**src/rtl/adder_rr_arbiter_pkg.sv**
```systemverilog
// Shared constants and types for the round-robin adder arbiter.
// Holds the default sizes, the requester-ID width rule and the response-register state encoding.
package adder_rr_arbiter_pkg;

    localparam int DEFAULT_N    = 4;
    localparam int DEFAULT_REQS = 4;

    function automatic int id_width(input int reqs);
        return (reqs <= 1) ? 1 : $clog2(reqs);
    endfunction

    typedef enum logic {
        ST_EMPTY = 1'b0,
        ST_HOLD  = 1'b1
    } state_t;

endpackage

```
**src/rtl/adder.sv**
```systemverilog
// Existing combinational adder: full-width sum with the carry-out in the MSB.
module Adder #(
    parameter int n = 4
) (
    input  logic [n-1:0] a,
    input  logic [n-1:0] b,
    output logic [n:0]   s
);

    assign s = {1'b0, a} + {1'b0, b};

endmodule

```
**src/rtl/adder_rr_arbiter_rr_grant_picker.sv**
```systemverilog
// Round-robin picker: first valid requester at or above the pointer, wrapping modulo REQS.
// Produces a one-hot grant (only when enabled) and the binary index of the winner.
module rr_grant_picker #(
    parameter int REQS = 4,
    parameter int IDW  = 2
) (
    input  logic [REQS-1:0] req_valid,
    input  logic [IDW-1:0]  pointer,
    input  logic            enable,
    output logic [REQS-1:0] grant,
    output logic [IDW-1:0]  grant_idx
);

    logic [REQS-1:0] rotated;
    logic [IDW-1:0]  offset;
    logic            found;

    // Rotate so that bit 0 is the pointer position; REQS is a power of two, so the index wraps naturally.
    generate
        for (genvar gi = 0; gi < REQS; gi++) begin : g_rot
            logic [IDW-1:0] src_idx;
            assign src_idx     = pointer + IDW'(gi);
            assign rotated[gi] = req_valid[src_idx];
        end
    endgenerate

    always_comb begin
        offset = '0;
        found  = 1'b0;
        for (int k = REQS - 1; k >= 0; k--) begin
            if (rotated[k]) begin
                found  = 1'b1;
                offset = IDW'(k);
            end
        end
    end

    assign grant_idx = pointer + offset;

    always_comb begin
        grant = '0;
        if (enable && found) begin
            grant[grant_idx] = 1'b1;
        end
    end

endmodule

```
**src/rtl/adder_rr_arbiter.sv**
```systemverilog
// Shares one adder between REQS requesters with round-robin arbitration and a
// single registered, ID-tagged response slot that supports one addition per cycle.
module adder_rr_arbiter
    import adder_rr_arbiter_pkg::*;
#(
    parameter int N    = DEFAULT_N,
    parameter int REQS = DEFAULT_REQS
) (
    input  logic                      clk,
    input  logic                      rst,
    input  logic [REQS-1:0]           req_valid,
    input  logic [REQS*N-1:0]         req_augend,
    input  logic [REQS*N-1:0]         req_addend,
    output logic [REQS-1:0]           req_ready,
    output logic                      rsp_valid,
    output logic [N:0]                rsp_sum,
    output logic [id_width(REQS)-1:0] rsp_id,
    input  logic                      rsp_ready,
    output logic [15:0]               txn_count
);

    localparam int IDW = id_width(REQS);

    state_t         state_reg;
    state_t         state_next;
    logic [IDW-1:0] pointer_reg;
    logic [N:0]     rsp_sum_reg;
    logic [IDW-1:0] rsp_id_reg;
    logic [15:0]    txn_count_reg;

    logic           can_accept;
    logic [IDW-1:0] grant_idx;
    logic           grant_any;
    logic [N-1:0]   sel_augend;
    logic [N-1:0]   sel_addend;
    logic [N:0]     sum;

    // The slot can take a new result when empty or when its current result drains this cycle.
    assign can_accept = (state_reg == ST_EMPTY) || rsp_ready;

    rr_grant_picker #(
        .REQS (REQS),
        .IDW  (IDW)
    ) u_picker (
        .req_valid (req_valid),
        .pointer   (pointer_reg),
        .enable    (can_accept && !rst),
        .grant     (req_ready),
        .grant_idx (grant_idx)
    );

    assign grant_any  = |req_ready;
    assign sel_augend = req_augend[grant_idx*N +: N];
    assign sel_addend = req_addend[grant_idx*N +: N];

    Adder #(
        .n (N)
    ) u_adder (
        .a (sel_augend),
        .b (sel_addend),
        .s (sum)
    );

    always_comb begin
        state_next = state_reg;
        if (grant_any) begin
            state_next = ST_HOLD;
        end else if (state_reg == ST_HOLD && rsp_ready) begin
            state_next = ST_EMPTY;
        end
    end

    always_ff @(posedge clk) begin
        if (rst) begin
            state_reg     <= ST_EMPTY;
            pointer_reg   <= '0;
            rsp_sum_reg   <= '0;
            rsp_id_reg    <= '0;
            txn_count_reg <= '0;
        end else begin
            state_reg <= state_next;
            if (grant_any) begin
                rsp_sum_reg   <= sum;
                rsp_id_reg    <= grant_idx;
                pointer_reg   <= grant_idx + IDW'(1);
                txn_count_reg <= txn_count_reg + 16'd1;
            end
        end
    end

    assign rsp_valid = (state_reg == ST_HOLD);
    assign rsp_sum   = rsp_sum_reg;
    assign rsp_id    = rsp_id_reg;
    assign txn_count = txn_count_reg;

endmodule

```
**config.mk**
```make
export PLATFORM = sky130hd
export DESIGN_NAME = adder_rr_arbiter
export DESIGN_NICKNAME = d
export VERILOG_FILES = /design/src/rtl/adder_rr_arbiter_pkg.sv /design/src/rtl/adder.sv /design/src/rtl/adder_rr_arbiter_rr_grant_picker.sv /design/src/rtl/adder_rr_arbiter.sv
export SDC_FILE = /design/constraint.sdc
export NUM_CORES = 1
export LEC_CHECK = 0
export CORE_UTILIZATION = 44
export DETAILED_ROUTE_END_ITERATION = 7
export GPL_TIMING_DRIVEN = 0
export MAX_ROUTING_LAYER = met4
export PLACE_DENSITY = 0.84
export SYNTH_ARGS = -nofsm -noshare
export SYNTH_HDL_FRONTEND = slang
export SYNTH_SLANG_ARGS = --single-unit
```
**constraint.sdc**
```tcl
create_clock -name clk -period 4.7 [get_ports clk]
set_input_delay 0.705 -clock clk [delete_from_list [all_inputs] [get_ports clk]]
set_output_delay 0.705 -clock clk [all_outputs]
set_load 0.01 [all_outputs]
```
* Yosys cells after proc, flatten, opt, wreduce, memory -nomap -nowiden *
Cells that the tools add are included.

operators by class
  add/subtract/negate cells = 7
  multiply operators = 0
  div/mod/pow operators = 0
  magnitude comparators = 6
  equality and inequality tests = 0
  shifts and indexed selects = 2
  mux-type cells = 21
  bitwise logic cells = 1
  reductions and logical operators = 8

operators by type and width
  operator                                                                              count
  16-bit by 5-bit variable part select with 4-bit output                                2
  16-bit by 1-bit adder with 16-bit output (second input constant)                      1
  2-bit by 3-bit less-than comparator with 1-bit output (second input constant)         5
  1-bit two-way mux                                                                     11
  1-bit binary-select mux with 2-bit select                                             4
  2-bit two-way mux                                                                     4
  4-bit by 4-bit adder with 5-bit output                                                1
  2-bit by 1-bit adder with 2-bit output (second input constant)                        2
  2-bit adder (second input constant)                                                   2
  1-bit logical AND                                                                     4
  4-bit two-way mux                                                                     1
  4-bit OR reduction                                                                    1
  2-bit adder                                                                           1
  1-bit demux with 2-bit select                                                         1
  2-bit by 1-bit greater-or-equal comparator with 1-bit output (second input constant)  1
  2-bit nonzero test                                                                    1
  1-bit zero test                                                                       1
  1-bit logical OR                                                                      1
  1-bit NOT                                                                             1

word-level totals
  register bits = 26
  bits in latches = 0
  memory bits (writable) = 0
  bits in read-only memories = 0
  input port bits = 39
  output and inout port bits = 28
  logic and storage cells = 50
  memories = 0

* Longest topological paths before layout *
  depth after elaboration = 15
  depth in mapped cells = 18
  gate-level depth less buffers = 16

* By module *
Synthesis repeated with hierarchy kept, for this count alone.

second synthesis, totals
  cells, all modules = 191
  area, all modules = 1745.4 um^2

modules (own cells, without submodules)
  module            times used  cells an instance  area each (um^2)  seq. area each (um^2)
  adder_rr_arbiter  1           138                1318.8            520.5
  rr_grant_picker   1           37                 290.3             0.0
  Adder             1           16                 136.4             0.0

* Least setup slack after synthesis *
No wires, ideal clock.

  path type = in2reg
  from = in req_valid[0]
  to = reg rsp_sum_reg[4], in the netlist rsp_sum[4]
  setup time = 128 ps
  arrival time = 3927 ps
  required time = 4572 ps
  setup slack = 645 ps
  stages on the path = 17
  buffers on the path = 3
  cells stage by stage = buf_2 -> nor2_1 -> a221oi_1 -> a31oi_1 -> a211o_1 -> ha_1 -> buf_1 -> clkbuf_1 -> mux4_1 -> ha_1 -> inv_1 -> fa_1 -> nor2b_1 -> o21ai_0 -> nand2_1 -> o22ai_1 -> nor2_1

between the ends
  cells in the longest elaborated chain, start to end = 13
  elaborated cells on any way between the ends = 28
  classes of those cells = add/sub: 2; order compare: 2; shift: 2; mux: 19; reduce/logical: 3

RTL lines
  item                                                                            line                                    RTL
  start: declaration                                                              adder_rr_arbiter.sv:11                  input logic [REQS-1:0] req_valid,
  1-bit binary-select mux with 2-bit select                                       adder_rr_arbiter_rr_grant_picker.sv:23  assign rotated[gi] = req_valid[src_idx];
  1-bit two-way mux (implied by the code)                                         adder_rr_arbiter_rr_grant_picker.sv:23
  2-bit two-way mux (3 in a row)                                                  adder_rr_arbiter_rr_grant_picker.sv:31  if (rotated[k]) begin
  2-bit two-way mux (*)                                                           adder_rr_arbiter_rr_grant_picker.sv:31
  2-bit adder (*)                                                                 adder_rr_arbiter_rr_grant_picker.sv:38  assign grant_idx = pointer + offset;
  via grant_idx[0]                                                                adder_rr_arbiter.sv:32                  logic [IDW-1:0] grant_idx;
  branches (longest 6 deep; another with 4-bit by 4-bit adder with 5-bit output)  -
  end signal: assignment                                                          adder_rr_arbiter.sv:83                  rsp_sum_reg <= sum;
  end: declaration                                                                adder_rr_arbiter.sv:27                  logic [N:0] rsp_sum_reg;

Mark *: on every way through the listed nets, which the timed path passes. The select of a mux whose other input is x is not followed.
A chain may end at the register's enable or synchronous reset.

* Worst setup path after layout *
  from = in req_valid[1]
  to = out req_ready[3]

between the ends
  cells in the longest elaborated chain, start to end = 12
  elaborated cells on any way between the ends = 24
  classes of those cells = add/sub: 1; order compare: 2; mux: 19; reduce/logical: 2

RTL lines
  item                                                                                                                                                                line                                    RTL
  1-bit binary-select mux with 2-bit select                                                                                                                           adder_rr_arbiter_rr_grant_picker.sv:23
  1-bit two-way mux (implied by the code)                                                                                                                             adder_rr_arbiter_rr_grant_picker.sv:23
  2-bit two-way mux (4 in a row)                                                                                                                                      adder_rr_arbiter_rr_grant_picker.sv:31
  2-bit adder                                                                                                                                                         adder_rr_arbiter_rr_grant_picker.sv:38
  2-bit by 3-bit less-than comparator with 1-bit output (implied by the code) / 2-bit by 1-bit greater-or-equal comparator with 1-bit output (equally long branches)  adder_rr_arbiter_rr_grant_picker.sv:43  grant[grant_idx] = 1'b1;
  1-bit logical AND (implied by the code)                                                                                                                             adder_rr_arbiter_rr_grant_picker.sv:43
  1-bit two-way mux (implied by the code)                                                                                                                             adder_rr_arbiter_rr_grant_picker.sv:43
  1-bit demux with 2-bit select                                                                                                                                       -
  4-bit two-way mux (*)                                                                                                                                               adder_rr_arbiter_rr_grant_picker.sv:42  if (enable && found) begin
  end: declaration                                                                                                                                                    adder_rr_arbiter.sv:14                  output logic [REQS-1:0] req_ready,

Mark *: on every way between the ends. The rest lies on a longest branch, timed or not. The select of a mux whose other input is x is not followed.

==> run summary <==
status = finished, final reports clean
Clock Latency Late Sink = 0.27 ns
total power = 0.931 mW
Yosys reg bits = 26
final instance area = 2480 um2
TNS Setup = 0 ns
CP most frequent cell = clkdlybuf4s50_1
Max-cap violations = 0
Syn Inst Count = 195
final setup fails = 0
main flop type after synthesis = dfxtp_1
area grow syn2layout = 44.1%
Slew @ Worst Pin = 0.568 ns
Post-synth EDFFs = 0
fin worst setup slack = 0.295 ns
crit-path cells = clkdlybuf4s50_1 -> nor2b_1 -> a221oi_1 -> a31oi_1 -> a211o_1 -> ha_1 -> xnor2_1 -> xnor2_2 -> buf_6 -> and3_1 -> clkdlybuf4s50_1
CP delay by family, top = buffers and inverters
root buffer cell = clkbuf_8
Hold/Removal Path Class = register to register
relative slew slack = 62.2%
P per Cell Area = 375 nW/um2
remaining global-route overflow = 0
starting density of the core = 46.4%
die area = 4170 um2
Setup crit end = req_ready[3]
Post-CTS Hold Buffers = 0
largest net degree at the start of global routing = 16
Syn. warnings = 0
total nets after synthesis = 241
I/O Buffers = 63
dpl ws = -0.209 ns
worst vdd rail ir drop = 0.000222 V
worst path bufs/invs = 3
Nets = 308
I/O pins = 67
GP Congestion = 0.786
GRT Overall Usage = 20.2%
Post-DP Area = 2410 um2
unrepaired setup endpoints after global routing = no
DR vias = 1618
Critical Path RT = 3.99 ns
Seq/Total Area, Yosys = 30.2%
layout cells sized above 1 = 8.05%
Antenna Nets Post-Route = 0
clk slew on worst S/H paths = 0.09 ns
reg2reg start = pointer_reg[0]
final hold slack = 0.457 ns
largest cells by area after synthesis = dfxtp_1 (30%), mux4_1 (7.6%), mux4_2 (6.5%)
Detailed Route Iter0 Violations = 69
CORE AREA = 3720 um2
Total Wirelength = 3.82 mm
r2r endpoint = rsp_sum[4]
flop2flop setup slack = 0.97 ns
crit path launch type = primary input
endpoint class of the critical path = output pin
Die Height = 64.6 um
DP Wirelength = 2.98 mm
reg2reg path depth = 16
area leader, netlist = dfxtp_1
Post-CTS Setup Bufs = 0
diode count = 0
final period utilization = 93.7%
post-synth top area share = 30.2%
Crit Path Class = primary input to output pin
number of global-route vias before repair = 1551
wire per inst = 12.4 um
crit path DAT = 3.70 ns
Final Hold Viols = 0
initial antenna violation count = 0
CP startpoint = req_valid[1]
FP Rows = 22
TritonCTS clock tree = built
mapped cell area = 1720 um2
Max Slew Vio Count = 0
DRC viols = 0
crit path max-delay cell type = clkdlybuf4s50_1
CTS Sinks = 26
TritonCTS Buffers = 3
post-cts resize count = 1
fraction of registers with async set/reset = 0%
Clock Skew = 0.00929 ns
Synth cell types = 44
# H-tree levels = 1
post-route minimum period = 4.40 ns
Max Buffers Root-to-Sink = 2
leakage = 0.957 nW
Die X = 64.6 um
syn_area_per_cell = 8.84 um2
max reg flops = 16
top post-synthesis cells by count = dfxtp_1 (26), nor2_1 (26), nand2_1 (20)
first-pass GRT wire length = 6.51 mm
FMAX = 227 MHz
Fill cells = 322
largest fanout on the critical path = 10
Vias/cell = 5.24
total stage count of the critical path = 11
Detailed Routing Iterations Pass 1 = 4
CP max stage delay = 0.61 ns
==> cells in the final DEF, fill, tap and decap left out, types with 4 or more instances in the layout <==
cell type,n
nand3_1,5
o21ai_0,8
clkbuf_1,5
or3_1,6
nand2_1,20
ha_1,6
nor2b_1,5
nor2_1,26
mux4_2,5
buf_2,4
dfxtp_1,26
clkdlybuf4s50_1,63
xnor2_1,5
a21oi_1,7
xor2_1,9
mux4_1,5
inv_1,10
and3_1,4
==> logic make-up after synthesis <==
| kind of cell | Yosys count | synth area share [%] |
|---|---|---|
| compound gates | 30 | 11.5 |
| xor+xnor | 15 | 8.06 |
| fa+ha+maj | 7 | 5.52 |
| buf+inv | 23 | 6.17 |
| flops | 26 | 30.2 |
| mux | 10 | 14.2 |
| simple gates | 84 | 24.4 |
==> per-stage QoR <==
stage | utilization, % | std cells
2_1_floorplan | - | 195
3_3_place_gp | 64.9 | 306
3_5_place_dp | 64.9 | 306
4_1_cts | 66.9 | 310
5_1_grt | 66.8 | 309
6_report | 66.8 | 309
==> worst min-delay path: stages (launching register included) <==
cell	delay, ns
dfxtp_1	0.33
nand2_1	0.05
nand2_1	0.04
==> worst min path at each step <==
stage,start,endpoint,cells past startpoint
5_1_grt,rsp_id[0],rsp_id[0],2
4_1_cts,rsp_id[0],rsp_id[0],2
3_5_place_dp,rsp_id[0],rsp_id[0],2
6_report,rsp_id[0],rsp_id[0],2
2_1_floorplan,rsp_id[0],rsp_id[0],2
3_3_place_gp,rsp_id[0],rsp_id[0],2
==> final cells by class <==
| type | count | area, um2 | area share, % |
|---|---|---|---|
| timing repair buffer | 63 | 631 | 25.4 |
| clock buffer | 3 | 41.3 | 1.66 |
| inverter | 10 | 37.5 | 1.51 |
| buffer | 12 | 66.3 | 2.67 |
| sequential | 26 | 520 | 21.0 |
| clock inverter | 1 | 30.0 | 1.21 |
| tap | 48 | 60.1 | 2.42 |
| multi-input combinational | 146 | 1100 | 44.2 |
==> per-layer routing <==
metal,GRT usage (%),vias up,part of all wire (%)
met3,4.40,4,5.4
li1,-,824,-
met2,35.3,58,48
met5,-,-,0
met4,4.44,0,0.86
met1,23.7,732,45
==> power breakdown <==
part	leakage, nW	internal (mW)	switching (mW)
clock network	0.0357	0.114	0.0683
logic	0.709	0.269	0.217
registers	0.212	0.248	0.0156
total	0.957	0.631	0.301
(Power assumes the default switching activity.)
==> patch, RTL diff (same flow settings) <==
Register the output `txn_count` once more, with the module's reset; this adds one clock of latency there. The other outputs are not delayed to match.
--- a/src/rtl/adder_rr_arbiter.sv
+++ b/src/rtl/adder_rr_arbiter.sv
@@ -91,7 +91,13 @@
     assign rsp_valid = (state_reg == ST_HOLD);
     assign rsp_sum   = rsp_sum_reg;
     assign rsp_id    = rsp_id_reg;
-    assign txn_count = txn_count_reg;
+    always_ff @(posedge clk) begin
+        if (rst) begin
+            txn_count <= '0;
+        end else begin
+            txn_count <= txn_count_reg;
+        end
+    end
 
 endmodule
 
Function: changed (Yosys sat finds a counterexample within 4 cycles, from zero or initial values and one cycle with rst high).
==> patch against the unedited design <==
- global-route usage is 3.2 points lower
- worst setup slack worse by 0.027 ns
- critical path depth is 1 lower
- wire length is 9.0% higher
- first-iteration DRC count is 25% lower
- sequential cell count is 16 higher
- die area is 29% higher
- synthesized area is 30% higher
- power is 53% higher
- clock power is 30% higher
- synthesized cell count is 19% higher
- cell area is 22% higher
- final cell count is 20% higher
- via count is 13% higher
==> patch: results (changes against the unedited design) <==
* Status: finished, final reports clean
* CTS Buf Count at 5 (+2)
* Filler Cell Count at 418 (+30%)
* Met2 WL at 2060 um (+11%)
* IR drop worst, VDD at 0.323 mV (+46%)
* # port buffers at 63 (unchanged)
* Worst Hold End: rsp_sum[2]$_SDFFE_PP0P_
* GRT Total Usage at 0.170 (-0.0316)
* Top cells by count, synth: 42 x dfxtp_1, 30 x nor2_1, 21 x nand2_1, 21 x nor2b_1, 13 x a21oi_1
* Antenna violations before repair at 0 (unchanged)
* Clock skew at 0.00690 ns (-0.00239 ns)
* Layout cell share with drive strength beyond 1 at 0.116 (+0.0351)
* GPL Wtd Cong at 0.812 (+3.4%)
* Worst r2r src: pointer_reg[0]$_SDFFE_PP0P_
* HP Start: rsp_sum[2]$_SDFFE_PP0P_
* Fin Hold WS at 0.457 ns (-0.000264 ns)
* Max-slew violation count at 0 (unchanged)
* Post-synth EDFFs at 0 (unchanged)
* H-tree Lvls at 2 (+1)
* Max_slew headroom at 0.689 (+0.0671)
* FF-to-FF path depth at 14 (-2)
* Vias in the first global route at 1,601 (+3.2%)
* Post-Route WL at 4170 um (+9.0%)
* YS warnings at 0 (unchanged)
* Fin nets at 348 (+13%)
* DR top layer: met4
* Largest net degree at the start of global routing at 13 (-3)
* Crit path arrival time at 3.73 ns (+0.03 ns)
* Max Root-Sink Buffers at 2 (unchanged)
* Slowest-stage cell, CP: clkdlybuf4s50_1
* Cell variety after synth at 48 (+9.1%)
* Syn_nets at 279 (+16%)
* CTS clk-pin slew, worst paths at 0.07 ns (-0.02 ns)
* Latest clock arrival within the worst-skew pair at 0.29 ns (+0.02 ns)
* First-pass GRT wire length at 6860 um (+5.4%)
* Leakage power at 1.17 nW (+22%)
* Async S/R FF share, synth at 0 (unchanged)
* Hold Path Depth at 2 (unchanged)
* First-pass detailed-route iteration total at 4 (unchanged)
* HPWL after detailed placement at 3310 um (+11%)
* Flop2flop setup slack at roughly 0.96 ns
* Crit-path max FO at 10 (unchanged)
* Biggest cell delay along the critical path at 0.64 ns (+0.03 ns)
* Via/cell ratio at 4.95 (-5.5%)
* Setup WS pre-CTS at -0.263 ns (-0.0542 ns)
* Worst r2r dst: rsp_sum[4]$_SDFFE_PP0P_
* Synth top area cells: dfxtp_1 38%, mux4_1 5.9%, nor2b_1 5.9%
* Drt initial violations at 52 (-25%)
* Hold Path Class: reg -> reg
* Register area share after synthesis at 0.376 (+0.0742)
* Diodes inserted at 0 (unchanged)
* Met3 routed WL at 270 um (+31%)
* Cell with the most instances after synthesis: dfxtp_1
* Postcts setup bufs at 0 (unchanged)
* Met1 WL at 1780 um (+3.1%)
* Top delay family on crit path: buffers and inverters
* Max reg flops at 32 (+16)
* Area after DPL at 2950 um^2 (+22%)
==> patch: changes by cell type after synthesis, sizes merged, moves of 3 or more <==
cell	delta
dfxtp	+16
nor2b	+16
a21oi	+6
nand3b	-3
nor2	+4
==> patch: worst max path at each step <==
stage | start | endpoint | slack (ns) | cells past startpoint
finish | req_valid[3] | req_ready[0] | 0.27 | 10
global route | req_valid[3] | req_ready[0] | 0.14 | 10
CTS | req_valid[3] | req_ready[0] | 0.15 | 9
detailed placement | req_valid[3] | rsp_sum[4]$_SDFFE_PP0P_ | -0.26 | 16
global placement | req_valid[3] | rsp_sum[4]$_SDFFE_PP0P_ | -0.17 | 16
floorplan | req_valid[2] | rsp_sum[4]$_SDFFE_PP0P_ | 0.65 | 15
==> patch: per-stage QoR <==
stage,cells,power (W),utilization
floorplan,233,0.00101,-
global placement,363,0.00118,0.612
detailed placement,363,0.00121,0.612
CTS,371,0.00145,0.631
global route,370,0.00153,0.631
finish,370,0.00143,0.631
==> patch: report_power, final <==
group          switching, W  leakage, nW  internal, W
sequential        0.0000163        0.342     0.000391
clock              0.000118       0.0482     0.000118
combinational      0.000354        0.782     0.000431
total              0.000488         1.17     0.000940
==> patch: kinds of logic (layout without fill, tap and decap cells) <==
group / Yosys count / in the layout / synth area share
XOR/XNOR: 15 / 15 / 0.0672
AO/OA/AOI/OAI: 29 / 29 / 0.0801
flip-flops: 42 / 42 / 0.376
multiplexers: 11 / 11 / 0.114
AND/OR/NAND/NOR: 105 / 105 / 0.270
adder cells (fa/ha/maj): 7 / 7 / 0.0426
buffers and inverters: 24 / 94 / 0.0493
==> patch: what timing repair did <==
action / 4_1_cts / 5_1_grt
resized for setup: 1 / 0
endpoints found under the hold margin: 0 / 0
endpoints found under the setup margin: 1 / 3
hold buffers: 0 / 0
==> patch: area by class of cell <==
class / count / area share
sequential: 42 / 0.277
buffer: 13 / 0.0231
timing repair buffer: 63 / 0.208
clock buffer: 7 / 0.0284
tap: 67 / 0.0276
inverter: 10 / 0.0124
clock inverter: 1 / 0.00165
multi-input combinational: 167 / 0.423
==> patch: routing by layer <==
metal / up-vias / global-route usage
li1: 943 / -
met1: 829 / 0.194
met2: 52 / 0.286
met3: 7 / 0.0535
met4: 0 / 0.0523
met5: - / -
==> patch: worst reg2reg max path: cells and delay by family (launching register included) <==
family                   cells  cell delay [ns]
adder cells (fa/ha/maj)      3             0.88
AND/OR/NAND/NOR              4             0.83
multiplexers                 1             0.60
buffers and inverters        3             0.58
AO/OA/AOI/OAI                3             0.39
flip-flops                   1             0.33
